===== src/rtl/pipe_pkg.sv =====
// rtl/pipe_pkg.sv - shared constants for the elastic pipeline stage
// Purpose: state encoding (equal to occupancy) and the default IF/ID payload
//          layout, so fetch packs and decode unpacks the same way.
// Ports:   none (package).
package pipe_pkg;

   localparam logic [1:0] ST_EMPTY = 2'd0;
   localparam logic [1:0] ST_ONE   = 2'd1;
   localparam logic [1:0] ST_FULL  = 2'd2;

   localparam int IF_ID_INSTR_LSB = 0;
   localparam int IF_ID_PC_LSB    = 32;
   localparam int IF_ID_LINK_LSB  = 96;
   localparam int IF_ID_PAYLOAD_W = 160;

   // Packed view of the default payload; field order matches the LSB offsets.
   typedef struct packed {
      logic [63:0] link_pc;
      logic [63:0] pc;
      logic [31:0] instr;
   } if_id_payload_t;

endpackage


===== src/rtl/sat_counter.sv =====
// rtl/sat_counter.sv - saturating up-counter
// Purpose: counts cycles where inc is high, sticks at all-ones, never wraps.
// Ports:   clock  - rising-edge clock
//          reset  - asynchronous active-high reset, clears count
//          inc    - count this cycle
//          count  - current value
module sat_counter #(
   parameter int W = 16
) (
   input  logic         clock,
   input  logic         reset,
   input  logic         inc,
   output logic [W-1:0] count
);

   logic [W-1:0] count_q;
   logic [W-1:0] count_d;

   always_comb begin
      count_d = count_q;
      if (inc && (count_q != {W{1'b1}})) begin
         count_d = count_q + {{(W-1){1'b0}}, 1'b1};
      end
   end

   always_ff @(posedge clock or posedge reset) begin
      if (reset) begin
         count_q <= '0;
      end else begin
         count_q <= count_d;
      end
   end

   assign count = count_q;

endmodule


===== src/rtl/pipe_skid_stage.sv =====
// rtl/pipe_skid_stage.sv - two-entry elastic pipeline stage (main + skid)
// Purpose: valid/ready register slice with synchronous flush and a saturating
//          stall-cycle counter. in_ready is registered, so there is no
//          combinational path from out_ready to in_ready.
// Ports:   clock, reset            - clock, asynchronous active-high reset
//          flush                   - kill all held entries
//          in_valid/in_ready/in_data    - upstream handshake and payload
//          out_valid/out_ready/out_data - downstream handshake and payload
//          occupancy               - held entries, 0..2
//          stall_cnt               - saturating count of out_valid & !out_ready
module pipe_skid_stage
   import pipe_pkg::*;
#(
   parameter int                   PAYLOAD_W   = IF_ID_PAYLOAD_W,
   parameter int                   CNT_W       = 16,
   parameter logic [PAYLOAD_W-1:0] FLUSH_VALUE = {PAYLOAD_W{1'b0}}
) (
   input  logic                 clock,
   input  logic                 reset,
   input  logic                 flush,
   input  logic                 in_valid,
   output logic                 in_ready,
   input  logic [PAYLOAD_W-1:0] in_data,
   output logic                 out_valid,
   input  logic                 out_ready,
   output logic [PAYLOAD_W-1:0] out_data,
   output logic [1:0]           occupancy,
   output logic [CNT_W-1:0]     stall_cnt
);

   logic [1:0]           state_q,    state_d;
   logic [PAYLOAD_W-1:0] main_q,     main_d;
   logic [PAYLOAD_W-1:0] skid_q,     skid_d;
   logic                 in_ready_q, in_ready_d;

   logic in_fire;
   logic out_fire;

   assign in_fire  = in_valid & in_ready_q;
   assign out_fire = out_valid & out_ready;

   // State register
   always_ff @(posedge clock or posedge reset) begin
      if (reset) begin
         state_q    <= ST_EMPTY;
         main_q     <= FLUSH_VALUE;
         skid_q     <= FLUSH_VALUE;
         in_ready_q <= 1'b1;
      end else begin
         state_q    <= state_d;
         main_q     <= main_d;
         skid_q     <= skid_d;
         in_ready_q <= in_ready_d;
      end
   end

   // Next-state and payload movement; flush overrides every transition.
   always_comb begin
      state_d = state_q;
      main_d  = main_q;
      skid_d  = skid_q;
      if (flush) begin
         state_d = ST_EMPTY;
         main_d  = FLUSH_VALUE;
         skid_d  = FLUSH_VALUE;
      end else begin
         case (state_q)
            ST_EMPTY: begin
               if (in_fire) begin
                  state_d = ST_ONE;
                  main_d  = in_data;
               end
            end
            ST_ONE: begin
               if (in_fire && out_fire) begin
                  main_d = in_data;
               end else if (in_fire) begin
                  state_d = ST_FULL;
                  skid_d  = in_data;
               end else if (out_fire) begin
                  state_d = ST_EMPTY;
               end
            end
            ST_FULL: begin
               // in_ready is low here, so only the drain can happen.
               if (out_fire) begin
                  state_d = ST_ONE;
                  main_d  = skid_q;
                  skid_d  = FLUSH_VALUE;
               end
            end
            default: begin
               state_d = ST_EMPTY;
            end
         endcase
      end
      // Ready for next cycle is decided from the next state, then registered.
      in_ready_d = (state_d != ST_FULL);
   end

   // Output decode
   always_comb begin
      out_valid = (state_q != ST_EMPTY);
      in_ready  = in_ready_q;
      out_data  = main_q;
      occupancy = state_q;
   end

   sat_counter #(
      .W(CNT_W)
   ) u_stall_cnt (
      .clock (clock),
      .reset (reset),
      .inc   (out_valid & ~out_ready),
      .count (stall_cnt)
   );

endmodule


===== config.mk =====
export PLATFORM = sky130hd
export DESIGN_NAME = pipe_skid_stage
export DESIGN_NICKNAME = d
export VERILOG_FILES = /design/src/rtl/pipe_pkg.sv /design/src/rtl/sat_counter.sv /design/src/rtl/pipe_skid_stage.sv
export SDC_FILE = /design/constraint.sdc
export NUM_CORES = 1
export LEC_CHECK = 0
export ABC_CLOCK_PERIOD_IN_PS = 10500
export BUFFER_PORTS_ARGS = -buffer_cell sky130_fd_sc_hd__buf_2
export CORE_MARGIN = 1.5
export CORE_UTILIZATION = 35
export CTS_CLUSTER_SIZE = 25
export DETAILED_ROUTE_END_ITERATION = 10
export GPL_TIMING_DRIVEN = 0
export PLACE_DENSITY = 0.62
export SETUP_SLACK_MARGIN = 0.2
export SKIP_LAST_GASP = 1
export SYNTH_ARGS = -nofsm -noshare
export SYNTH_HDL_FRONTEND = slang
export SYNTH_HIERARCHICAL = 1
export SYNTH_SLANG_ARGS = --single-unit

===== constraint.sdc =====
create_clock -name clock -period 10.5 [get_ports clock]
set_input_delay 0 -clock clock [delete_from_list [all_inputs] [get_ports clock]]
set_output_delay 0 -clock clock [all_outputs]
set_load 0.02 [all_outputs]

==> results of run 1 <==
[cell usage after synthesis, types with 2 or more instances]
cell / count / area share
inv_1: 3 / 0.00079
a21oi_1: 4 / 0.0014
mux2i_1: 2 / 0.0014
o21ai_1: 200 / 0.070
nand2b_1: 2 / 0.00088
nand2_1: 487 / 0.13
clkbuf_2: 6 / 0.0021
o21ai_0: 120 / 0.042
clkbuf_1: 49 / 0.013
xnor2_1: 11 / 0.0068
nor2_1: 4 / 0.0011
and3_1: 4 / 0.0018
buf_2: 46 / 0.016
and4_1: 3 / 0.0018
nand4_1: 5 / 0.0022
dfrtp_1: 338 / 0.59
nor2b_1: 3 / 0.0013
mux2_2: 2 / 0.0016
a221oi_2: 2 / 0.0021
a22oi_1: 160 / 0.084
nand3_1: 7 / 0.0025
buf_4: 21 / 0.011
[metal layers]
layer	vias to the layer above	wire length (µm)	GRT usage
li1	6258	-	-
met1	6311	20000	0.288
met2	397	21500	0.350
met3	86	2550	0.0385
met4	0	1380	0.0838
met5	-	0	0
[where the power goes]
group          switching, W  internal [W]  total [W]  leakage, nW
logic              0.000349      0.000209   0.000558         4.24
registers         0.0000772       0.00143    0.00151         4.42
clock network      0.000541      0.000814    0.00136        0.625
[tightest hold or removal path, delay by kind of cell]
kind,cells,cell delay [ns]
compound gates,1,0.14
buf+inv,1,0.10
simple gates,2,0.36
[registers in the layout, summed over array words and instances (netlist names)]
name               count
out_data             160
u_stall_cnt/count     16
occupancy              2
in_ready               1
skid_q               160
[per-stage QoR]
stage | hold WS [ns] | setup slack, ns | cell area, µm²
floorplan | -0.0863 | 1.56 | 14200
finish | 0.0991 | 7.81 | 19600
CTS | 0.0596 | 7.64 | 19600
detailed placement | 0.175 | 7.64 | 16700
global route | 0.0997 | 7.56 | 19600
global placement | 0.120 | -2.24 | 16600
[worst paths after layout]
| check | endpoint | slack [ns] | cells after the start |
|---|---|---|---|
| max | out_data[108]$_DFFE_PP0P_ | 7.81 | 6 |
| min | in_ready$_DFF_PP1_ | 0.1 | 4 |
| max reg2reg | out_data[108]$_DFFE_PP0P_ | 7.81 | 6 |
| min reg2reg | out_data[142]$_DFFE_PP0P_ | 0.47 | 2 |
| max in group asynchronous | out_data[102]$_DFFE_PP0P_ | 9.17 | 4 |
| min in group asynchronous | u_stall_cnt/count[10]$_DFFE_PP0P_ | 0.16 | 3 |
[cell families after synthesis]
| logic type | count (synthesis) | share of synthesized area |
|---|---|---|
| buffers and inverters | 126 | 0.0438 |
| XOR/XNOR | 11 | 0.00676 |
| multiplexers | 4 | 0.00299 |
| AO/OA/AOI/OAI | 488 | 0.201 |
| adder cells (fa/ha/maj) | 1 | 0.000878 |
| AND/OR/NAND/NOR | 527 | 0.148 |
| flip-flops | 339 | 0.596 |
[layout make-up]
type / instances / area, µm² / share of cell area
diodes: 3 / 7.51 / 0.000383
plain buffers: 123 / 613 / 0.0313
clock buffers: 52 / 1110 / 0.0569
clock inverters: 12 / 141 / 0.00722
inverters: 3 / 18.8 / 0.000958
multi-input cells: 1031 / 5130 / 0.262
flip-flops and latches: 339 / 8480 / 0.433
well taps: 525 / 657 / 0.0335
repair buffers: 510 / 3420 / 0.175
==> metrics, run 1 <==
run status=complete, no violations; final total negative setup slack=0 ns; latest clock arrival within the worst-skew pair=between 0.5 and 0.6 ns; post-CTS setup buffers=0; placed insts=2367; Util after Layout=0.491; commonest non-fill, non-tap cells in the layout=487 x nand2_1, 390 x buf_2, 338 x dfrtp_1; number of vias per cell after detailed routing=~5.0; data required time of the critical path=approximately 11 ns; CTS Buffer Depth=3; global-route wire length before repair=slightly above 70 mm; layout cell share with drive strength beyond 1=0.239; DRT Wirelength=roughly 45 mm; CTS root buf=clkbuf_16; Initial Util=0.357; number of standard cells in the layout, taps in and fillers out=2598; Mapped Avg Cell Area=9.52 µm²; dominant cell type by count on the critical path=clkbuf_1; GPL Wtd Cong=0.826; Die Y=approximately 200 µm; total global routing track utilization=0.216; Clock Skews=about 0.019 ns; RSZ-0062 raised after global routing=no; core box area=~0.040 mm²; synthesized netlist cell count=approximately 1500; launch point of the critical path=occupancy[1]$_DFF_PP0_; sum of internal, switching and leakage power=between 0.003 and 0.004 W; floorplan row count=between 70 and 80; overflow left after global routing=0; number of hold-repair buffers added at the cts stage=~160; Final ANT Viol Nets=0; CP Capture Type=flop; die area=roughly 0.042 mm²; transition time of the tightest slew-check pin=about 1.1 ns; net total in the final layout=roughly 2200; Critical-path top delay cell=clkbuf_1; DRC marker count from the first detailed-route iteration=756; startpoint of the worst register-to-register path=occupancy[1]$_DFF_PP0_; H-tree Lvls=2; number of synthesized register bits=339; distinct cell type count of the synthesized netlist=39; clock-pin slew of the registers on the worst-case setup and hold paths=~0.06 ns; most common cell after layout, fill and taps aside=nand2_1; die width=205 µm; Area growth syn-to-layout=37.5%; area of the mapped netlist=around 0.014 mm²; warning count from the yosys run=6; data arrival time of the critical path=about 3.2 ns; CTS Sinks=about 340; Final Critical Period=approximately 2.7 ns; number of maximum-capacitance violations=0; Routed wire per std cell=roughly 17 µm; detailed-placement wirelength estimate=between 30 and 40 mm; remaining max-slew budget at the tightest pin=0.296; Final Max Slew Viols=0; pin count of the biggest net entering global routing=around 120; total number of vias=about 13000; io pins=roughly 350; input/output buffers=around 340; static leakage=around 9.3 nW; cells along the critical path=nor2b_2, nor2_2, clkbuf_1, clkbuf_1, a22oi_1, o21ai_0; critical path peak fanout=10; f_max=approximately 370 MHz; Hold Vio Cnt, Final=0; Startpoint Class=flop; Hold/Removal Path Class=in2reg; type of the worst setup path=reg2reg; number of inserted filler cells in the final layout=approximately 3700; Num CTS Buffers=39; ratio of final minimum period to clock period=0.256; antenna violations before repair=3; top cell family by delay on the critical path=buffers and inverters; number of gates given a new drive strength after cts=0; proportion of register bits with asynchronous set or reset after synthesis=1.00; delay of the slowest cell on the worst path=about 0.76 ns; Peak supply drop=about 110 µV; count of buffer and inverter cells on the critical path=2; power density over the cells=between 150 and 200 mW/mm²; first-pass iteration count of the detailed router=5; Most used DFF post-synth=dfrtp_1; Syn Nets=1662; final number of setup-violating endpoints=0; TritonCTS clock tree=built; EDFF count, synth=0; DRC violation count after routing=0; beginning of the worst hold path=in_valid; vias in the first global route=13000; fraction of the yosys area taken by sequential cells=0.596
Power figures use the tool's default switching activity.
==> run 2: changes to the inputs <==
--- a/config.mk
+++ b/config.mk
@@ -5,14 +5,14 @@
 export SDC_FILE = /design/constraint.sdc
 export NUM_CORES = 1
 export LEC_CHECK = 0
-export ABC_CLOCK_PERIOD_IN_PS = 10500
+export ABC_CLOCK_PERIOD_IN_PS = 2200
 export BUFFER_PORTS_ARGS = -buffer_cell sky130_fd_sc_hd__buf_2
 export CORE_MARGIN = 1.5
 export CORE_UTILIZATION = 35
 export CTS_CLUSTER_SIZE = 25
 export DETAILED_ROUTE_END_ITERATION = 10
 export GPL_TIMING_DRIVEN = 0
-export PLACE_DENSITY = 0.62
+export PLACE_DENSITY = 0.64
 export SETUP_SLACK_MARGIN = 0.2
 export SKIP_LAST_GASP = 1
 export SYNTH_ARGS = -nofsm -noshare
==> constraint.sdc (replaced) <==
create_clock -name clock -period 2.2 [get_ports clock]
set_input_delay 0 -clock clock [delete_from_list [all_inputs] [get_ports clock]]
set_output_delay 0 -clock clock [all_outputs]
set_load 0.02 [all_outputs]
==> run 2 against run 1 <==
Effect of this change:
- setup slack got worse by 7.6 ns
- sequential share of layout area decreased by 1.0 points
- core utilization increased by 1.2 points
- critical path type unchanged
- register-to-register slack got worse by 7.6 ns
- critical path depth increased by 1
- routed wire length increased by 0.94%
- non-clock buffer count increased by 21
- count of clock-buffer cells in the layout increased by 13
- die area unchanged
==> metrics, run 2 (synthesis gave the netlist of run 1 again) <==
dpl ws=-0.616 ns (-8.25 ns); power density over the cells=822 mW/mm² (+370%); H-tree Lvls=2 (unchanged); final number of setup-violating endpoints=0 (unchanged); pin count of the biggest net entering global routing=43 (-65%); cells along the critical path=nor2b_4, buf_4, a221oi_4, buf_4, buf_4, clkbuf_1, o21ai_0; Critical-path top delay cell=dfrtp_1; latest clock arrival within the worst-skew pair=0.54 ns (about the same); delay of the slowest cell on the worst path=0.40 ns (-0.36 ns); GPL Wtd Cong=0.838 (+1.5%); dominant cell type by count on the critical path=buf_4; number of vias per cell after detailed routing=5.01 (-0.20%); Hold/Removal Path Class=in2async; Peak supply drop=527 µV (+370%); post-route worst hold slack=0.110 ns (+0.0104 ns); clock-pin slew of the registers on the worst-case setup and hold paths=0.06 ns (about the same); sum of internal, switching and leakage power=0.0165 W (+380%); floorplan row count=73 (unchanged); overflow left after global routing=0 (unchanged); Final ANT Viol Nets=0 (unchanged); net total in the final layout=2234 (+0.95%); DRT Wirelength=45.9 mm (+0.94%); remaining max-slew budget at the tightest pin=0.568 (+0.272); CTS Sinks=339 (unchanged); Startpoint Class=flop; FF-to-FF path depth=7 (+1); Area growth syn-to-layout=41.0%; input/output buffers=344 (unchanged); DRC violation count after routing=0 (unchanged); Routed wire per std cell=17.5 µm (-0.22%); Clock Skews=0.0158 ns (-0.00316 ns); data required time of the critical path=2.60 ns (-8.36 ns); most common cell after layout, fill and taps aside=nand2_1; run status=complete, no violations; Final Critical Period=1.97 ns (-0.727 ns); layout cell share with drive strength beyond 1=0.263 (+0.0236); transition time of the tightest slew-check pin=0.647 ns (-0.408 ns); CP Capture Type=flop; f_max=509 MHz (+37%); Num CTS Buffers=39 (unchanged); number of maximum-capacitance violations=0 (unchanged); antenna violations before repair=7 (+4); Initial Util=0.357 (unchanged); minimum setup slack in the final design=0.235 ns (-7.57 ns); die width=205 µm (unchanged); total global routing track utilization=0.220 (+0.00388); core box area=0.0399 mm² (unchanged); critical path peak fanout=10 (unchanged); detailed-placement wirelength estimate=31.6 mm (+0.65%); ratio of final minimum period to clock period=0.893 (+0.637); Util after Layout=0.503 (+0.0123); io pins=345 (unchanged); Hold Vio Cnt, Final=0 (unchanged); Die Y=205 µm (unchanged); count of buffer and inverter cells on the critical path=4 (+2); static leakage=9.55 nW (+2.9%); commonest non-fill, non-tap cells in the layout=487 x nand2_1, 374 x buf_2, 337 x dfrtp_1; type of the worst setup path=reg2reg; RSZ-0062 raised after global routing=yes; DRC marker count from the first detailed-route iteration=724 (-4.2%); placed insts=2374 (+0.30%); top cell family by delay on the critical path=buffers and inverters; total number of vias=13200 (+0.95%); first-pass iteration count of the detailed router=5 (unchanged); Final Max Slew Viols=0 (unchanged); global-route wire length before repair=72.9 mm (+2.0%); logic depth of the worst setup path including buffers=7 (+1); die area=0.0419 mm² (unchanged); vias in the first global route=13300 (+2.5%); TritonCTS clock tree=built; CTS root buf=clkbuf_16; number of standard cells in the layout, taps in and fillers out=2628 (+1.2%); data arrival time of the critical path=2.36 ns (-0.80 ns); number of inserted filler cells in the final layout=3684 (-1.5%); CTS Buffer Depth=3 (unchanged)
## run 2: worst reg2reg max path, stage by stage, from the launching register on
cell	delay (ns)
dfrtp_1	0.40
nor2b_4	0.17
buf_4	0.15
a221oi_4	0.33
buf_4	0.19
buf_4	0.12
clkbuf_1	0.31
o21ai_0	0.17
## run 2: cell type report
class                           instances  area, µm²  area share
Clock buffer                           65       1210      0.0601
Antenna cell                            6       15.0    0.000748
Multi-Input combinational cell       1031       5180       0.258
Clock inverter                          5       77.6     0.00386
Tap cell                              525        657      0.0327
Inverter                                3       15.0    0.000748
Timing Repair Buffer                  531       3670       0.183
Sequential cell                       339       8490       0.423
Buffer                                123        778      0.0388
## run 2: where the power goes
group	internal [W]	total, W	switching, W	leakage (nW)
sequential	0.00683	0.00720	0.000374	4.41
combinational	0.00108	0.00276	0.00168	4.51
clock	0.00396	0.00654	0.00259	0.624
## run 2: timing repair
item / CTS / global route
buffers inserted: 6 / 6
hold endpoints to repair: 516 / 0
gates cloned: 0 / 0
resized for setup: 49 / 51
hold buffers: 166 / 0
pin swaps: 2 / 0
setup endpoints to repair: 321 / 339
## run 2: final timing paths
kind,startpoint,endpoint,slack [ns]
worst max-delay path,occupancy[1]$_DFF_PP0_,out_data[131]$_DFFE_PP0P_,0.23
worst min-delay path,reset,u_stall_cnt/count[7]$_DFFE_PP0P_,0.11
worst max register to register,occupancy[1]$_DFF_PP0_,out_data[131]$_DFFE_PP0P_,0.23
worst min register to register,out_data[97]$_DFFE_PP0P_,out_data[97]$_DFFE_PP0P_,0.48
max in group asynchronous,reset,skid_q[88]$_DFFE_PP0P_,0.52
min in group clock,in_data[131],skid_q[131]$_DFFE_PP0P_,0.25
## run 2: metal layers
layer,track usage,part of all wire,up-vias
met5,0,0.00063,-
met4,0.102,0.042,4
met3,0.0418,0.055,117
met2,0.359,0.47,409
met1,0.283,0.43,6361
li1,-,-,6285
## run 2: metrics by stage
step	instance area [µm²]	TNS (ns)
floorplan	14200	-679.70
global placement	16600	-1447.19
detailed placement	16800	-128.38
CTS	19900	0
global route	20100	0
finish	20100	0
==> run 3: changes to the inputs <==
--- a/config.mk
+++ b/config.mk
@@ -7,6 +7,7 @@
 export LEC_CHECK = 0
 export ABC_CLOCK_PERIOD_IN_PS = 2200
 export BUFFER_PORTS_ARGS = -buffer_cell sky130_fd_sc_hd__buf_2
+export CORE_ASPECT_RATIO = 0.8
 export CORE_MARGIN = 1.5
 export CORE_UTILIZATION = 35
 export CTS_CLUSTER_SIZE = 25
==> run 3 against run 2 <==
Effect of this change:
- setup slack better by 0.045 ns
- critical path depth up 1
- register-to-register slack better by 0.04 ns
- via count up 1.5%
- sequential power about the same
- first-iteration DRC count up 35%
- largest cell class unchanged
==> metrics, run 3 (synthesis gave the netlist of run 1 again) <==
dpl ws=-0.581 ns (+0.0352 ns); first-pass iteration count of the detailed router=6 (+1); pin count of the biggest net entering global routing=39 (-9.3%); commonest non-fill, non-tap cells in the layout=487 x nand2_1, 376 x buf_2, 336 x dfrtp_1; CTS root buf=clkbuf_16; Routed wire per std cell=18.2 µm (+4.4%); clock-pin slew of the registers on the worst-case setup and hold paths=0.06 ns (about the same); minimum setup slack in the final design=0.279 ns (+0.0445 ns); TritonCTS clock tree=built; Num CTS Buffers=37 (-5.1%); DRC marker count from the first detailed-route iteration=977 (+35%); floorplan row count=65 (-11%); overflow left after global routing=0 (unchanged); wire length on met1=21.3 mm (+8.1%); area after detailed placement=0.0168 mm² (+0.20%); f_max=521 MHz (+2.3%); final number of setup-violating endpoints=0 (unchanged); static leakage=9.61 nW (+0.64%); critical path peak fanout=10 (unchanged); DRC violation count after routing=0 (unchanged); ratio of final minimum period to clock period=0.873 (-0.0202); type of the worst setup path=reg2reg; total global routing track utilization=0.226 (+0.00521); GPL Wtd Cong=0.830 (-1.0%); vias in the first global route=13400 (+0.83%); DRT Wirelength=48.0 mm (+4.5%); core box area=0.0398 mm² (-0.36%); RSZ-0062 raised after global routing=yes; antenna violations before repair=1 (-6); CP Capture Type=flop; number of maximum-capacitance violations=0 (unchanged); Initial Util=0.358 (+0.00130); layout cell share with drive strength beyond 1=0.273 (+0.0101); latest clock arrival within the worst-skew pair=0.53 ns (about the same); Final Critical Period=1.92 ns (-0.0445 ns); Die Y=183 µm (-10%); FF-to-FF path depth=8 (+1); die width=229 µm (+12%); Startpoint Class=flop; data required time of the critical path=2.64 ns (+0.04 ns); die area=0.0419 mm² (about the same); cells along the critical path=nor2b_4, buf_4, a221oi_4, buf_12, buf_8, buf_4, nand2_1, o21ai_1; Hold/Removal Path Class=in2async; remaining max-slew budget at the tightest pin=0.573 (+0.00526); input/output buffers=344 (unchanged); Peak supply drop=518 µV (-1.8%); uppermost layer routed=met4; power density over the cells=821 mW/mm² (about the same); post-route worst hold slack=0.0593 ns (-0.0503 ns); data arrival time of the critical path=2.36 ns (about the same); Final Max Slew Viols=0 (unchanged); dominant cell type by count on the critical path=buf_4; most common cell after layout, fill and taps aside=nand2_1; Clock Skews=0.0161 ns (+0.000355 ns); delay of the slowest cell on the worst path=0.44 ns (+0.04 ns); run status=complete, no violations; detailed-placement wirelength estimate=32.5 mm (+2.9%); CTS Buffer Depth=3 (unchanged); number of vias per cell after detailed routing=5.08 (+1.4%); transition time of the tightest slew-check pin=0.639 ns (-0.00787 ns); Final ANT Viol Nets=0 (unchanged); global-route wire length before repair=75.3 mm (+3.3%); Critical-path top delay cell=dfrtp_2; total non-filler cell area in the finished layout=0.0201 mm² (+0.23%); net total in the final layout=2231 (-0.13%); total number of vias=13400 (+1.5%); CTS Sinks=339 (unchanged); Area growth syn-to-layout=41.3%; sum of internal, switching and leakage power=0.0165 W (+0.13%); io pins=345 (unchanged); H-tree Lvls=2 (unchanged); detailed-routed wire length on met2=22.2 mm (+2.2%); Hold Vio Cnt, Final=0 (unchanged); length of routed met3 wiring=3.16 mm (+25%); final total negative setup slack=0 ns (unchanged)
## run 3: cell types whose count changed in the layout (fill, tap and decap cells not counted), sizes merged, moves of 2 or more
cell         change
bufinv           +2
buf              +9
diode            -4
dlygate4sd3      -2
clkbuf          -21
clkinv           +8
## run 3: area by class of cell
| type | count | area (µm²) |
|---|---|---|
| multi-input cells | 1031 | 5180 |
| clock buffers | 52 | 1090 |
| flip-flops and latches | 339 | 8490 |
| diodes | 2 | 5.00 |
| plain buffers | 123 | 807 |
| repair buffers | 530 | 3680 |
| inverters | 3 | 15.0 |
| well taps | 536 | 671 |
| fillers | 3679 | 19600 |
| clock inverters | 15 | 183 |
## run 3: worst max-delay path: cells and delay by family, from the launching register on
kind                   cells  cell delay (ns)
DFF                        1             0.44
and+or+nand+nor            2             0.23
AOI/OAI and AO/OA          2             0.43
buffers and inverters      4             0.72
## run 3: path summary, 6_finish.rpt
check                                       endpoint  slack (ns)                startpoint
hold / removal             out_data[118]$_DFFE_PP0P_        0.06                     reset
min in group clock                in_ready$_DFF_PP1_        0.16                  in_valid
setup reg to reg              skid_q[26]$_DFFE_PP0P_        0.28    occupancy[1]$_DFF_PP0_
setup / recovery              skid_q[26]$_DFFE_PP0P_        0.28    occupancy[1]$_DFF_PP0_
max in group asynchronous     skid_q[96]$_DFFE_PP0P_        0.90                     reset
hold reg to reg             out_data[95]$_DFFE_PP0P_        0.48  out_data[95]$_DFFE_PP0P_
## run 3: routing by layer
metal	track usage	up-vias
met5	0	-
met4	0.0755	0
met1	0.309	6491
li1	-	6287
met3	0.0447	101
met2	0.359	491
## run 3: timing repair
| action | CTS | global route |
|---|---|---|
| pin swaps | 2 | 2 |
| setup buffers | 6 | 6 |
| hold buffers | 164 | 0 |
| endpoints found under the hold margin | 438 | 0 |
| resized for setup | 60 | 71 |
| endpoints found under the setup margin | 321 | 321 |
## run 3: power by group
part | total (W) | leakage [nW] | internal [W] | switching (W)
Clock | 0.00650 | 0.638 | 0.00395 | 0.00255
Combinational | 0.00281 | 4.56 | 0.00110 | 0.00171
Sequential | 0.00721 | 4.41 | 0.00683 | 0.000386
Total | 0.0165 | 9.61 | 0.0119 | 0.00465
## run 3: per-stage QoR
step,cells,util
floorplan,1496,-
global placement,2376,0.418
detailed placement,2386,0.423
CTS,2623,0.502
global route,2630,0.506
finish,2631,0.506
